`config.mk`:
```
export PLATFORM = sky130hd
export DESIGN_NAME = sm_imem_arbiter
export DESIGN_NICKNAME = d
export VERILOG_FILES = /design/src/rtl/sm_imem_arbiter.sv
export SDC_FILE = /design/constraint.sdc
export NUM_CORES = 1
export LEC_CHECK = 0
export ABC_AREA = 0
export CELL_PAD_IN_SITES_DETAIL_PLACEMENT = 1
export CELL_PAD_IN_SITES_GLOBAL_PLACEMENT = 2
export CORE_AREA = 2 2 140 142
export CTS_CLUSTER_SIZE = 25
export DETAILED_ROUTE_END_ITERATION = 6
export DIE_AREA = 0 0 142 144
export GPL_TIMING_DRIVEN = 1
export PLACE_DENSITY_LB_ADDON = 0.1
export SLEW_MARGIN = 15
export SYNTH_ARGS = -nofsm -noshare
export SYNTH_HDL_FRONTEND = slang
export SYNTH_SLANG_ARGS = --single-unit
```
`constraint.sdc`:
```
create_clock -name clk -period 3.21 [get_ports clk]
set_clock_uncertainty 0.2 [all_clocks]
set_input_delay 0.642 -clock clk [delete_from_list [all_inputs] [get_ports clk]]
set_output_delay 0.642 -clock clk [all_outputs]
set_load 0.01 [all_outputs]
```
`src/rtl/sm_imem_arbiter.sv`:
```
`timescale 1ns/1ps
// sm_imem_arbiter
// Shares one combinational instruction-ROM read port between NCORES cores.
// One fetch is granted per cycle, round-robin. The ROM word is returned one
// cycle later on a broadcast data bus, with a per-core valid strobe.
// core_en masks a core's requests so that core can be halted or stepped.
//
// Ports
//   clk       system clock, all state updates on posedge
//   rst       synchronous reset, active-high
//   core_en   per-core run enable (0 masks that core's requests)
//   req       per-core fetch request
//   addr      packed fetch addresses, core i at [i*AW +: AW]
//   gnt       one-hot grant, combinational, same cycle as req
//   rvalid    one-hot registered strobe for the core granted last cycle
//   rdata     registered fetch data, broadcast to all cores
//   rom_addr  address to the shared ROM (0 when nothing is granted)
//   rom_data  ROM read data, combinational from rom_addr
//   busy_cnt  saturating count of cycles with an enabled request left waiting
module sm_imem_arbiter #(
  parameter int NCORES = 4,
  parameter int AW     = 32,
  parameter int DW     = 32
) (
  input  logic                 clk,
  input  logic                 rst,
  input  logic [NCORES-1:0]    core_en,
  input  logic [NCORES-1:0]    req,
  input  logic [NCORES*AW-1:0] addr,
  output logic [NCORES-1:0]    gnt,
  output logic [NCORES-1:0]    rvalid,
  output logic [DW-1:0]        rdata,
  output logic [AW-1:0]        rom_addr,
  input  logic [DW-1:0]        rom_data,
  output logic [7:0]           busy_cnt
);

  localparam int PW = (NCORES > 1) ? $clog2(NCORES) : 1;

  logic [NCORES-1:0] ereq_s;
  logic [NCORES-1:0] gnt_s;
  logic [PW-1:0]     winner_s;
  logic              found_s;
  logic [AW-1:0]     rom_addr_s;

  logic [PW-1:0]     rr_ptr_q,   rr_ptr_d;
  logic [NCORES-1:0] rvalid_q,   rvalid_d;
  logic [DW-1:0]     rdata_q,    rdata_d;
  logic [7:0]        busy_cnt_q, busy_cnt_d;

  assign ereq_s = req & core_en;

  // Round-robin pick: first enabled request at or after rr_ptr, wrapping.
  always_comb begin
    int idx;
    found_s  = 1'b0;
    winner_s = '0;
    idx      = 0;
    for (int i = 0; i < NCORES; i++) begin
      idx = int'(rr_ptr_q) + i;
      if (idx >= NCORES) begin
        idx = idx - NCORES;
      end else begin
        idx = idx;
      end
      if (!found_s && ereq_s[idx]) begin
        found_s  = 1'b1;
        winner_s = PW'(idx);
      end else begin
        found_s  = found_s;
      end
    end
  end

  // Grant vector and ROM address from the winner; both idle at zero.
  always_comb begin
    gnt_s      = '0;
    rom_addr_s = '0;
    if (found_s) begin
      gnt_s      = {{(NCORES-1){1'b0}}, 1'b1} << winner_s;
      rom_addr_s = addr[int'(winner_s)*AW +: AW];
    end else begin
      gnt_s      = '0;
      rom_addr_s = '0;
    end
  end

  // Next-state: capture data on a grant, advance the pointer past the winner.
  always_comb begin
    rr_ptr_d   = rr_ptr_q;
    rvalid_d   = gnt_s;
    rdata_d    = rdata_q;
    busy_cnt_d = busy_cnt_q;
    if (found_s) begin
      rdata_d = rom_data;
      if (winner_s == PW'(NCORES-1)) begin
        rr_ptr_d = '0;
      end else begin
        rr_ptr_d = winner_s + PW'(1);
      end
    end else begin
      rdata_d  = rdata_q;
      rr_ptr_d = rr_ptr_q;
    end
    // Someone enabled is still waiting this cycle; stick at 255.
    if (((ereq_s & ~gnt_s) != '0) && (busy_cnt_q != 8'd255)) begin
      busy_cnt_d = busy_cnt_q + 8'd1;
    end else begin
      busy_cnt_d = busy_cnt_q;
    end
  end

  // State registers; reset discards any pending rvalid.
  always_ff @(posedge clk) begin
    if (rst) begin
      rr_ptr_q   <= '0;
      rvalid_q   <= '0;
      rdata_q    <= '0;
      busy_cnt_q <= 8'd0;
    end else begin
      rr_ptr_q   <= rr_ptr_d;
      rvalid_q   <= rvalid_d;
      rdata_q    <= rdata_d;
      busy_cnt_q <= busy_cnt_d;
    end
  end

  assign gnt      = gnt_s;
  assign rom_addr = rom_addr_s;
  assign rvalid   = rvalid_q;
  assign rdata    = rdata_q;
  assign busy_cnt = busy_cnt_q;

endmodule

```
== Word-level counts from Yosys, hierarchy flattened ==
Index checks and enable logic that the tools add are counted.

* Bits in registers: 46

* $add $sub $neg: 9
* $lt $le $gt $ge: 8
* Equality and inequality tests: 2
* Shift-type cells: 2
* Mux-type cells: 27
* Bitwise gates (word level): 3
* Reduce and logical (&&, ||, !) cells: 8

{| class="wikitable"
|+ Operators with widths
! kind !! count
|-
| 32-bit two-way mux || 5
|-
| 32-bit by 4-bit < comparator with 1-bit output (second input constant) || 4
|-
| 128-bit by 8-bit indexed part select with 32-bit output || 1
|-
| 1-bit two-way mux || 12
|-
| 3-bit by 3-bit subtractor with 4-bit output (second input constant) || 3
|-
| 2-bit two-way mux || 5
|-
| 3-bit >= comparator (second input constant) || 3
|-
| 8-bit by 1-bit adder with 8-bit output (second input constant) || 1
|-
| 4-bit AND || 2
|-
| 1-bit binary-select mux with 2-bit select || 4
|-
| 8-bit != test (second input constant) || 1
|-
| 2-bit by 2-bit adder with 3-bit output (second input constant) || 2
|-
| 1-bit logical AND || 4
|-
| 4-bit two-way mux || 1
|-
| 4-bit NOT || 1
|-
| 4-bit nonzero test || 1
|-
| 1-bit by 2-bit << shifter with 4-bit output (first input constant) || 1
|-
| 2-bit by 3-bit subtractor with 4-bit output (second input constant) || 1
|-
| 2-bit by 1-bit adder with 3-bit output (second input constant) || 1
|-
| 2-bit by 3-bit >= comparator with 1-bit output (second input constant) || 1
|-
| 1-bit logical NOT || 3
|-
| 2-bit by 1-bit adder with 2-bit output (second input constant) || 1
|-
| 2-bit == test (second input constant) || 1
|}

== Depth between registers and ports, before layout ==
Gate-level depths: netlist of the first run.

* Word-level depth: 21
* Mapped depth: 12
* Depth with buffers taken out: 9

== Worst setup path after synthesis of the first run ==
OpenSTA, ideal clock, no wires.

* Path kind: input -> register
* Start: input req[3]
* End: register busy_cnt_q[0], in the netlist busy_cnt[0]
* Library setup time: 123 ps
* Data arrival time: 2665 ps
* Data required time: 2887 ps
* Setup slack: 222 ps
* Cell stages on the path: 12
* Path through: and2_1 -> o221ai_1 -> a22o_1 -> buf_2 -> buf_1 -> inv_1 -> ha_1 -> o32ai_2 -> a211oi_2 -> buf_4 -> nor2_1 -> mux2_1

* Longest elaborated chain between the ends: 20
* Elaborated cells on any way between the ends: 33
* Classes of those cells: 1 x shift; 21 x mux; 3 x bitwise; 8 x reduce/logical

{| class="wikitable"
|+ Ends and longest elaborated chain
! what !! line !! source
|-
| start, declared || 28 || <nowiki>input logic [NCORES-1:0] req,</nowiki>
|-
| 4-bit AND (*) || 51 || <nowiki>assign ereq_s = req & core_en;</nowiki>
|-
| 1-bit binary-select mux with 2-bit select || 66 || <nowiki>if (!found_s && ereq_s[idx]) begin</nowiki>
|-
| 1-bit two-way mux (not written as such) (2 in series) || 66 ||
|-
| 1-bit two-way mux || 66 ||
|-
| 1-bit logical NOT || 66 ||
|-
| 1-bit logical AND || 66 ||
|-
| 1-bit two-way mux || 66 ||
|-
| 1-bit logical NOT || 66 ||
|-
| [... 3 more ...] || n/a ||
|-
| 1-bit logical AND || 66 ||
|-
| 2-bit two-way mux || 66 ||
|-
| 1-bit by 2-bit << shifter with 4-bit output || 80 || <nowiki>gnt_s = {{(NCORES-1){1'b0}}, 1'b1} << winner_s;</nowiki>
|-
| 4-bit two-way mux || 79 || <nowiki>if (found_s) begin</nowiki>
|-
| 4-bit NOT || 106 || <nowiki>if (((ereq_s & ~gnt_s) != '0) && (busy_cnt_q != 8'd255)) begin</nowiki>
|-
| 4-bit AND (*) || 106 ||
|-
| 4-bit nonzero test (*) || 106 ||
|-
| 1-bit logical AND (*) || 106 ||
|-
| end signal, assigned || 124 || <nowiki>busy_cnt_q <= busy_cnt_d;</nowiki>
|-
| end, declared || 49 || <nowiki>logic [7:0] busy_cnt_q, busy_cnt_d;</nowiki>
|}

Every way passes the cells marked *; elsewhere a longest branch is shown, timed or not. The select of a mux whose other input is x is not followed.
A chain may end at the register's enable or synchronous reset.

== Final worst setup path of the first run ==
* Start: input core_en[1]
* End: output rom_addr[26]

* Longest elaborated chain between the ends: 16
* Elaborated cells on any way between the ends: 29
* Classes of those cells: 1 x shift; 21 x mux; 1 x bitwise; 6 x reduce/logical

{| class="wikitable"
|+ Ends and longest elaborated chain
! what !! line !! source
|-
| start, declared || 27 || <nowiki>input logic [NCORES-1:0] core_en,</nowiki>
|-
| 4-bit AND (*) || 51 ||
|-
| 1-bit binary-select mux with 2-bit select || 66 ||
|-
| 1-bit two-way mux (not written as such) (2 in series) || 66 ||
|-
| 1-bit two-way mux || 66 ||
|-
| 1-bit logical NOT || 66 ||
|-
| 1-bit logical AND || 66 ||
|-
| 1-bit two-way mux || 66 ||
|-
| 1-bit logical NOT || 66 ||
|-
| 1-bit logical AND || 66 ||
|-
| 1-bit two-way mux || 66 ||
|-
| 1-bit logical NOT || 66 ||
|-
| 1-bit logical AND || 66 ||
|-
| 2-bit two-way mux || 66 ||
|-
| 128-bit by 8-bit indexed part select with 32-bit output || 81 || <nowiki>rom_addr_s = addr[int'(winner_s)*AW +: AW];</nowiki>
|-
| 32-bit two-way mux (*) || 79 ||
|-
| end, declared || 33 || <nowiki>output logic [AW-1:0] rom_addr,</nowiki>
|}

Marks and branches as above.

==> impl_results.md, run 1 <==
* Outcome: completed
* Worst hold path startpoint: rdata[12]
* CTS max path bufs at 2
* Reg2reg start: rr_ptr_q[0]
* Largest net degree at the start of global routing at 36
* Share of layout cells above drive strength 1 at 16.6%
* EDFF count, synth at 0
* Syn avg cell area at 8.05 um2
* Seq pwr share at 28.8%
* Combinational power share at 48.9%
* DRC violations left at 0
* Row cnt at 51
* Core Area at 0.0191 mm2
* Synth Flop Type: dfxtp_1
* Final min period at 3.11 ns
* Fmax achieved at 321 MHz
* Via density at 4.26
* CTS clk-pin slew, worst paths at 0.06 ns
* Dpl cell area at 0.00571 mm2
* First-pass GRT wire length at 22,100 um
* Period utilisation layout at 97.0%
* Final-report hold violation count at 0
* Final setup fails at 0
* Cell Pwr Density at 361 mW/mm2
* Overflow after GRT at 0
* Synth Instances at 348
* Num CTS Buffers at 5
* Full die area at 0.0204 mm2
* Vias in the first global route at 3,906
* Most frequent cells in the layout: 204 x clkdlybuf4s50_1, 72 x nand2_1, 61 x mux2i_1
* Synthesized cell area at 0.00280 mm2
* # diodes at 0
* CP Data Required Time at 2.37 ns
* Max Transition Viols Final at 0
* Skew-Pair Late Insertion Delay at 0.28 ns
* # port buffers at 249
* Routability cong. at 0.728
* Starting Density at 14.7%
* Clk pwr share at 22.3%
* Total Nets Final at 797
* Critical path endpoint category: primary output
* Worst relative slew slack at 70.4%
* Post-synthesis sequential area ratio at 32.9%
* Io pins at 250
* Filler Cells Inserted at 2,203
* Max Cap Viol at 0
* RSZ-0062 raised after global routing: false
* Flops & latches, synth at 46
* Synth cell types at 40
* Routed length per instance at 17.5 um
* Via count at 3,679
* Post-Syn Nets at 520
* CP Max Fanout at 34
* Tightest hold margin at 0.253 ns
* Initial antenna violation count at 0
* Pre-antenna DRT Iters at 3
* VDD IR max at 153 uV
* P_sw at 0.000694 W
* Critical Path AT at 2.27 ns
* Worst Tran Pin Value at 0.444 ns
* DRT iter0 DRCs at 85
* Layout Utilization at 32.2%
* P&R area growth vs syn at 119%
* Finished Cell Area at 0.00614 mm2
* Clock sinks at 46
* Async SR Flop Fraction at 0%
* Sw Ratio at 31.3%
* Root Buffer: clkbuf_16
* Int Pwr at 0.00152 W
* Ys Warns at 0
* Setup crit start kind: primary input
* H-tree depth at 2
* CP Launch Point: core_en[1]
* Post-place setup slack at -0.587 ns
* Die Span X at 142 um
* CTS tree: yes
* DP Wirelength at 11,700 um
* Drt total wl at 15,100 um
* Most common cell after layout, fill and taps aside: clkdlybuf4s50_1
* Worst Setup Path Type: primary input to primary output
* Final ANT Viol Nets at 0
* Hold Crit Class: flop to flop
* Setup WS post-layout at 0.0965 ns
* GRT Overall Usage at 14.1%
* Die height at 144 um
* LEAKAGE at 2.45 nW
## power by group through the flow
stage	clock network [W]	registers, W	logic [W]
2_1_floorplan	0	0.000663	0.000400
3_3_place_gp	0	0.000649	0.00101
3_5_place_dp	0	0.000651	0.00101
4_1_cts	0.000527	0.000638	0.00112
5_1_grt	0.000553	0.000646	0.00117
6_report	0.000494	0.000639	0.00109
## flip-flops by register name, summed over array words and instances, names as in the netlist
name / count
rdata: 32
busy_cnt: 8
rvalid: 4
rr_ptr_q: 2
## timing repair
action,in CTS,in global routing
resized for setup,106,42
endpoints found under the setup margin,37,40
hold buffers,0,0
gates cloned,5,0
pin swaps,8,9
buffers inserted,17,1
## stage by stage
stage | power, W | setup TNS, ns | std cells
finish | 0.00222 | 0 | 863
global route | 0.00237 | 0 | 863
CTS | 0.00228 | -0.0106 | 862
detailed placement | 0.00166 | -18.75 | 833
global placement | 0.00166 | -17.89 | 833
floorplan | 0.00106 | 0 | 348
## logic make-up (layout without fill, tap and decap cells)
family                   Yosys count  in the layout  synth area share, %
flip-flops                        46             46                 32.9
multiplexers                      67             67                 24.0
adder cells (fa/ha/maj)            2              2                0.893
AO/OA/AOI/OAI                     89             89                 19.6
AND/OR/NAND/NOR                  110            110                 16.8
buffers and inverters             34            311                 5.89
## critical path, cell delays in order
cell and delay, ns:
clkdlybuf4s15_1 0.19, nand2_2 0.06, buf_4 0.15, buf_4 0.15, a22o_1 0.27, buf_4 0.16, buf_12 0.17, o22ai_1 0.17
dlygate4sd2_1 0.30
## cells in the mapped netlist (all sizes together) (3+ instances only)
cell,n,area share (%)
a21oi,39,7.0
and2,3,0.67
and3,3,0.67
buf,17,3.6
clkbuf,11,1.5
dfxtp,46,33
inv,6,0.80
mux2i,65,23
nand2,76,10
nand3,6,1.1
nor2,9,1.2
nor3,4,0.71
o21ai,3,0.54
o22ai,32,7.1
o41ai,3,0.94
## path summary, 6_finish.rpt
check                 endpoint  slack [ns]  cells after the start
setup / recovery  rom_addr[26]         0.1                      9
hold / removal       rdata[12]        0.25                      2
setup reg to reg   busy_cnt[4]        0.18                     15
hold reg to reg      rdata[12]        0.25                      2
## area by class of cell
type	count	area (um2)	share of cell area (%)
timing repair buffer	298	2980	48.5
multi-input combinational	268	1780	29.0
sequential	46	923	15.0
tap	238	298	4.85
clock buffer	5	125	2.04
inverter	6	22.5	0.367
clock inverter	2	10.0	0.163
## per-layer routing
metal | share of wire, % | routed length (um) | vias up | track usage [%]
met5 | 0 | 0 | - | 0
li1 | - | - | 1808 | -
met2 | 51 | 7710 | 152 | 26.0
met1 | 38 | 5790 | 1705 | 15.4
met4 | 1.9 | 289 | 0 | 3.74
met3 | 8.9 | 1350 | 14 | 4.90
Note: power is estimated with default switching activity, not from simulation.
==> run 2: changes to the inputs <==
ABC_AREA = 1   (was 0)
CORE_AREA = 2 2 150 152   (was 2 2 140 142)
DIE_AREA = 0 0 152 154   (was 0 0 142 144)
==> run 2 against run 1 <==
Total power rose to 3.5 times the previous value. Critical path depth rose by 4. Via count rose by 30%. Wire length rose by 31%. Critical path type is now flop to primary output. Largest power group unchanged.
==> impl_results.md, run 2 <==
* CTS Hold Buffers Added at 0
* Num CTS Buffers at 5
* Synth Instances at 549
* Synth cell count leaders: 212 x nor2_1, 70 x o21ai_0, 48 x nand2_1, 46 x dfxtp_1, 44 x a21oi_1
* Filler Cells Inserted at 2,621
* GRT Overall Usage at 16.3%
* CP Max Fanout at 11
* CP Data Required Time at 2.37 ns
* Critical path endpoint category: primary output
* Max Cap Viol at 0
* Via density at 4.24
* Skew-Pair Late Insertion Delay at 0.30 ns
* Final ANT Viol Nets at 0
* Tot Pwr at 0.00779 W
* Share of layout cells above drive strength 1 at 25.3%
* XOR/XNOR Fraction of Synth Area at 0%
* Period utilisation layout at 99.4%
* Most frequent cells in the layout: 205 x clkdlybuf4s50_1, 191 x nor2_1, 51 x o21ai_1
* Ys Warns at 0
* Fmax achieved at 314 MHz
* Worst Setup Path Type: flop to primary output
* Post-Syn Nets at 721
* Top-area cell type share of the netlist area at 28.6%
* Final setup fails at 0
* Hold Path Stages at 2
* Setup crit start kind: flop
* Tightest hold margin at 0.321 ns
* Count leader, synth: nor2_1
* Dpl cell area at 0.00623 mm2
* VDD IR max at 393 uV
* H-tree depth at 2
* Final min period at 3.19 ns
* Row cnt at 54
* Most common cell after layout, fill and taps aside: clkdlybuf4s50_1
* Cell Chain, Critical Path: buf_4 -> nand3_2 -> nand3_2 -> nand2_2 -> buf_4 -> nand4_1 -> nand3_4 -> buf_6 -> buf_8 -> nor2_1 -> o21ai_1 -> a21oi_2 -> buf_2
* Drt total wl at 19,900 um
* Multiplexer share of the synthesized area at 0%
* Post-synthesis sequential area ratio at 28.6%
* Clock sinks at 46
* CTS max path bufs at 2
* DP Wirelength at 14,000 um
* Flops & latches, synth at 46
* Worst R2R Setup Slack at 0.22 ns
* Starting Density at 14.8%
* # port buffers at 249
* Routability cong. at 0.779
* Io pins at 250
* CP bufs+invs at 5
* Final-report hold violation count at 0
* Routed length per instance at 17.6 um
* Adder-cell area share of the yosys netlist at 0.778%
* Critical Path AT at 2.35 ns
* LEAKAGE at 2.92 nW
* Largest net degree at the start of global routing at 34
* P&R area growth vs syn at 121%
* Synth cell types at 25
* Synth Area in Simple Gates at 38.6%
* Cell Pwr Density at 1090 mW/mm2
* Synth Area in Compound Gates at 23.1%
* Outcome: completed
* Hold Crit Class: flop to flop
* Ranking of synthesized cells by area: dfxtp_1 29%, nor2_1 25%, o21ai_0 11%, a21oi_1 6.8%, nand2_1 5.6%
* Async SR Flop Fraction at 0%
* DRT iter0 DRCs at 124
* Initial antenna violation count at 1
* RSZ-0062 raised after global routing: true
* CTS clk-pin slew, worst paths at 0.07 ns
* Syn avg cell area at 5.86 um2
* Largest area contributor in the netlist: dfxtp_1
* Max Transition Viols Final at 0
* Die height at 154 um
* Root Buffer: clkbuf_16
* Largest family of logic cells by synthesized area: simple AND/OR/NAND/NOR gates
* Synth Flop Type: dfxtp_1
* CP max-delay cell: dfxtp_4
* Worst Tran Pin Value at 0.590 ns
* First-pass GRT wire length at 30,500 um
* CP max stage delay at 0.42 ns
* Vias in the first global route at 5,247
* R2r worst-path depth at 20
* Via count at 4,796
* CTS tree: yes
* Worst relative slew slack at 60.6%
* Full die area at 0.0234 mm2
* Overflow after GRT at 0
* DRC violations left at 0
* Max reg flops at 32
* Pre-antenna DRT Iters at 4
* Synthesized cell area at 0.00322 mm2
* Largest delay contributor family on the critical path: buffers and inverters
* Stages on the worst setup path at 13
* Core Area at 0.0217 mm2
* Total Nets Final at 1,021
* Finished Cell Area at 0.00712 mm2
* EDFF count, synth at 0
* Die Span X at 152 um
==> run 2: cell count changes after synthesis, moves of 5 or more <==
cell	before	now
mux2i_1	65	0
nand3_2	0	10
nor2_1	9	212
inv_1	6	13
nand3_1	6	19
clkbuf_1	11	18
o21ai_1	1	29
nand2_1	75	48
a21oi_1	39	44
buf_6	0	8
o21ai_0	2	70
o22ai_1	32	0
buf_4	7	1
==> run 2: where the power goes <==
group,internal [W],total [W],switching [W]
sequential,0.000770,0.000903,0.000133
clock,0.000368,0.000604,0.000235
combinational,0.00297,0.00628,0.00331
==> run 2: stage by stage <==
stage	setup TNS, ns	worst slack (ns)	cells	utilization [%]
6_report	0	0.0206	1132	32.8
5_1_grt	-3.38	-0.149	1131	32.8
4_1_cts	-0.274	-0.0727	1127	31.6
3_5_place_dp	-30.65	-0.866	1080	28.7
3_3_place_gp	-28.88	-0.856	1080	28.7
2_1_floorplan	0	0.338	549	-
==> run 2: logic make-up (layout without fill, tap and decap cells) <==
logic type	Yosys count	after routing
other	0	2
buffers and inverters	56	357
AOI/OAI and AO/OA	146	146
DFF	46	46
and+or+nand+nor	299	299
adders and majority gates	2	2
==> run 2: what timing repair did <==
item	CTS	global route
setup buffers	33	0
pin swaps	33	35
resized for setup	247	77
endpoints found under the hold margin	0	0
cloned	6	5
setup endpoints to repair	42	44
==> run 2: area by class of cell <==
cell class / count / area, um2 / share of cell area [%]
Timing Repair Buffer: 331 / 3300 / 46.4
Multi-Input combinational cell: 447 / 2270 / 31.9
Sequential cell: 46 / 928 / 13.0
Tap cell: 280 / 350 / 4.92
Clock buffer: 6 / 129 / 1.81
Inverter: 18 / 95.1 / 1.33
Clock inverter: 2 / 37.5 / 0.527
Antenna cell: 2 / 5.00 / 0.0702
==> run 2: routing by layer <==
metal  part of all wire [%]  wire, um  vias up  GRT usage [%]
li1                       -         -     2396              -
met1                     44      8700     2236           20.4
met2                     49      9790      153           28.7
met3                    6.0      1190       11           4.20
met4                    1.1       216        0           2.76
met5                      0         0        -              0
==> run 2: final timing paths <==
kind,startpoint,to
worst min register to register,rdata[1],rdata[1]
worst max register to register,rr_ptr_q[0],busy_cnt[1]
worst max-delay path,rr_ptr_q[0],rom_addr[5]
worst min-delay path,rdata[1],rdata[1]
==> run 2: worst reg2reg max path, delay by kind of cell (launching register included) <==
| kind | cells | cell delay (ns) |
|---|---|---|
| AOI/OAI and AO/OA | 3 | 0.43 |
| adders and majority gates | 1 | 0.16 |
| buffers and inverters | 7 | 0.88 |
| DFF | 1 | 0.42 |
| and+or+nand+nor | 9 | 0.79 |
==> run 3: changes to the inputs <==
ABC_CLOCK_PERIOD_IN_PS = 3210   (was not set)
==> results of run 3 <==
The final DEF is identical to that of run 2; final timing and power are the same.
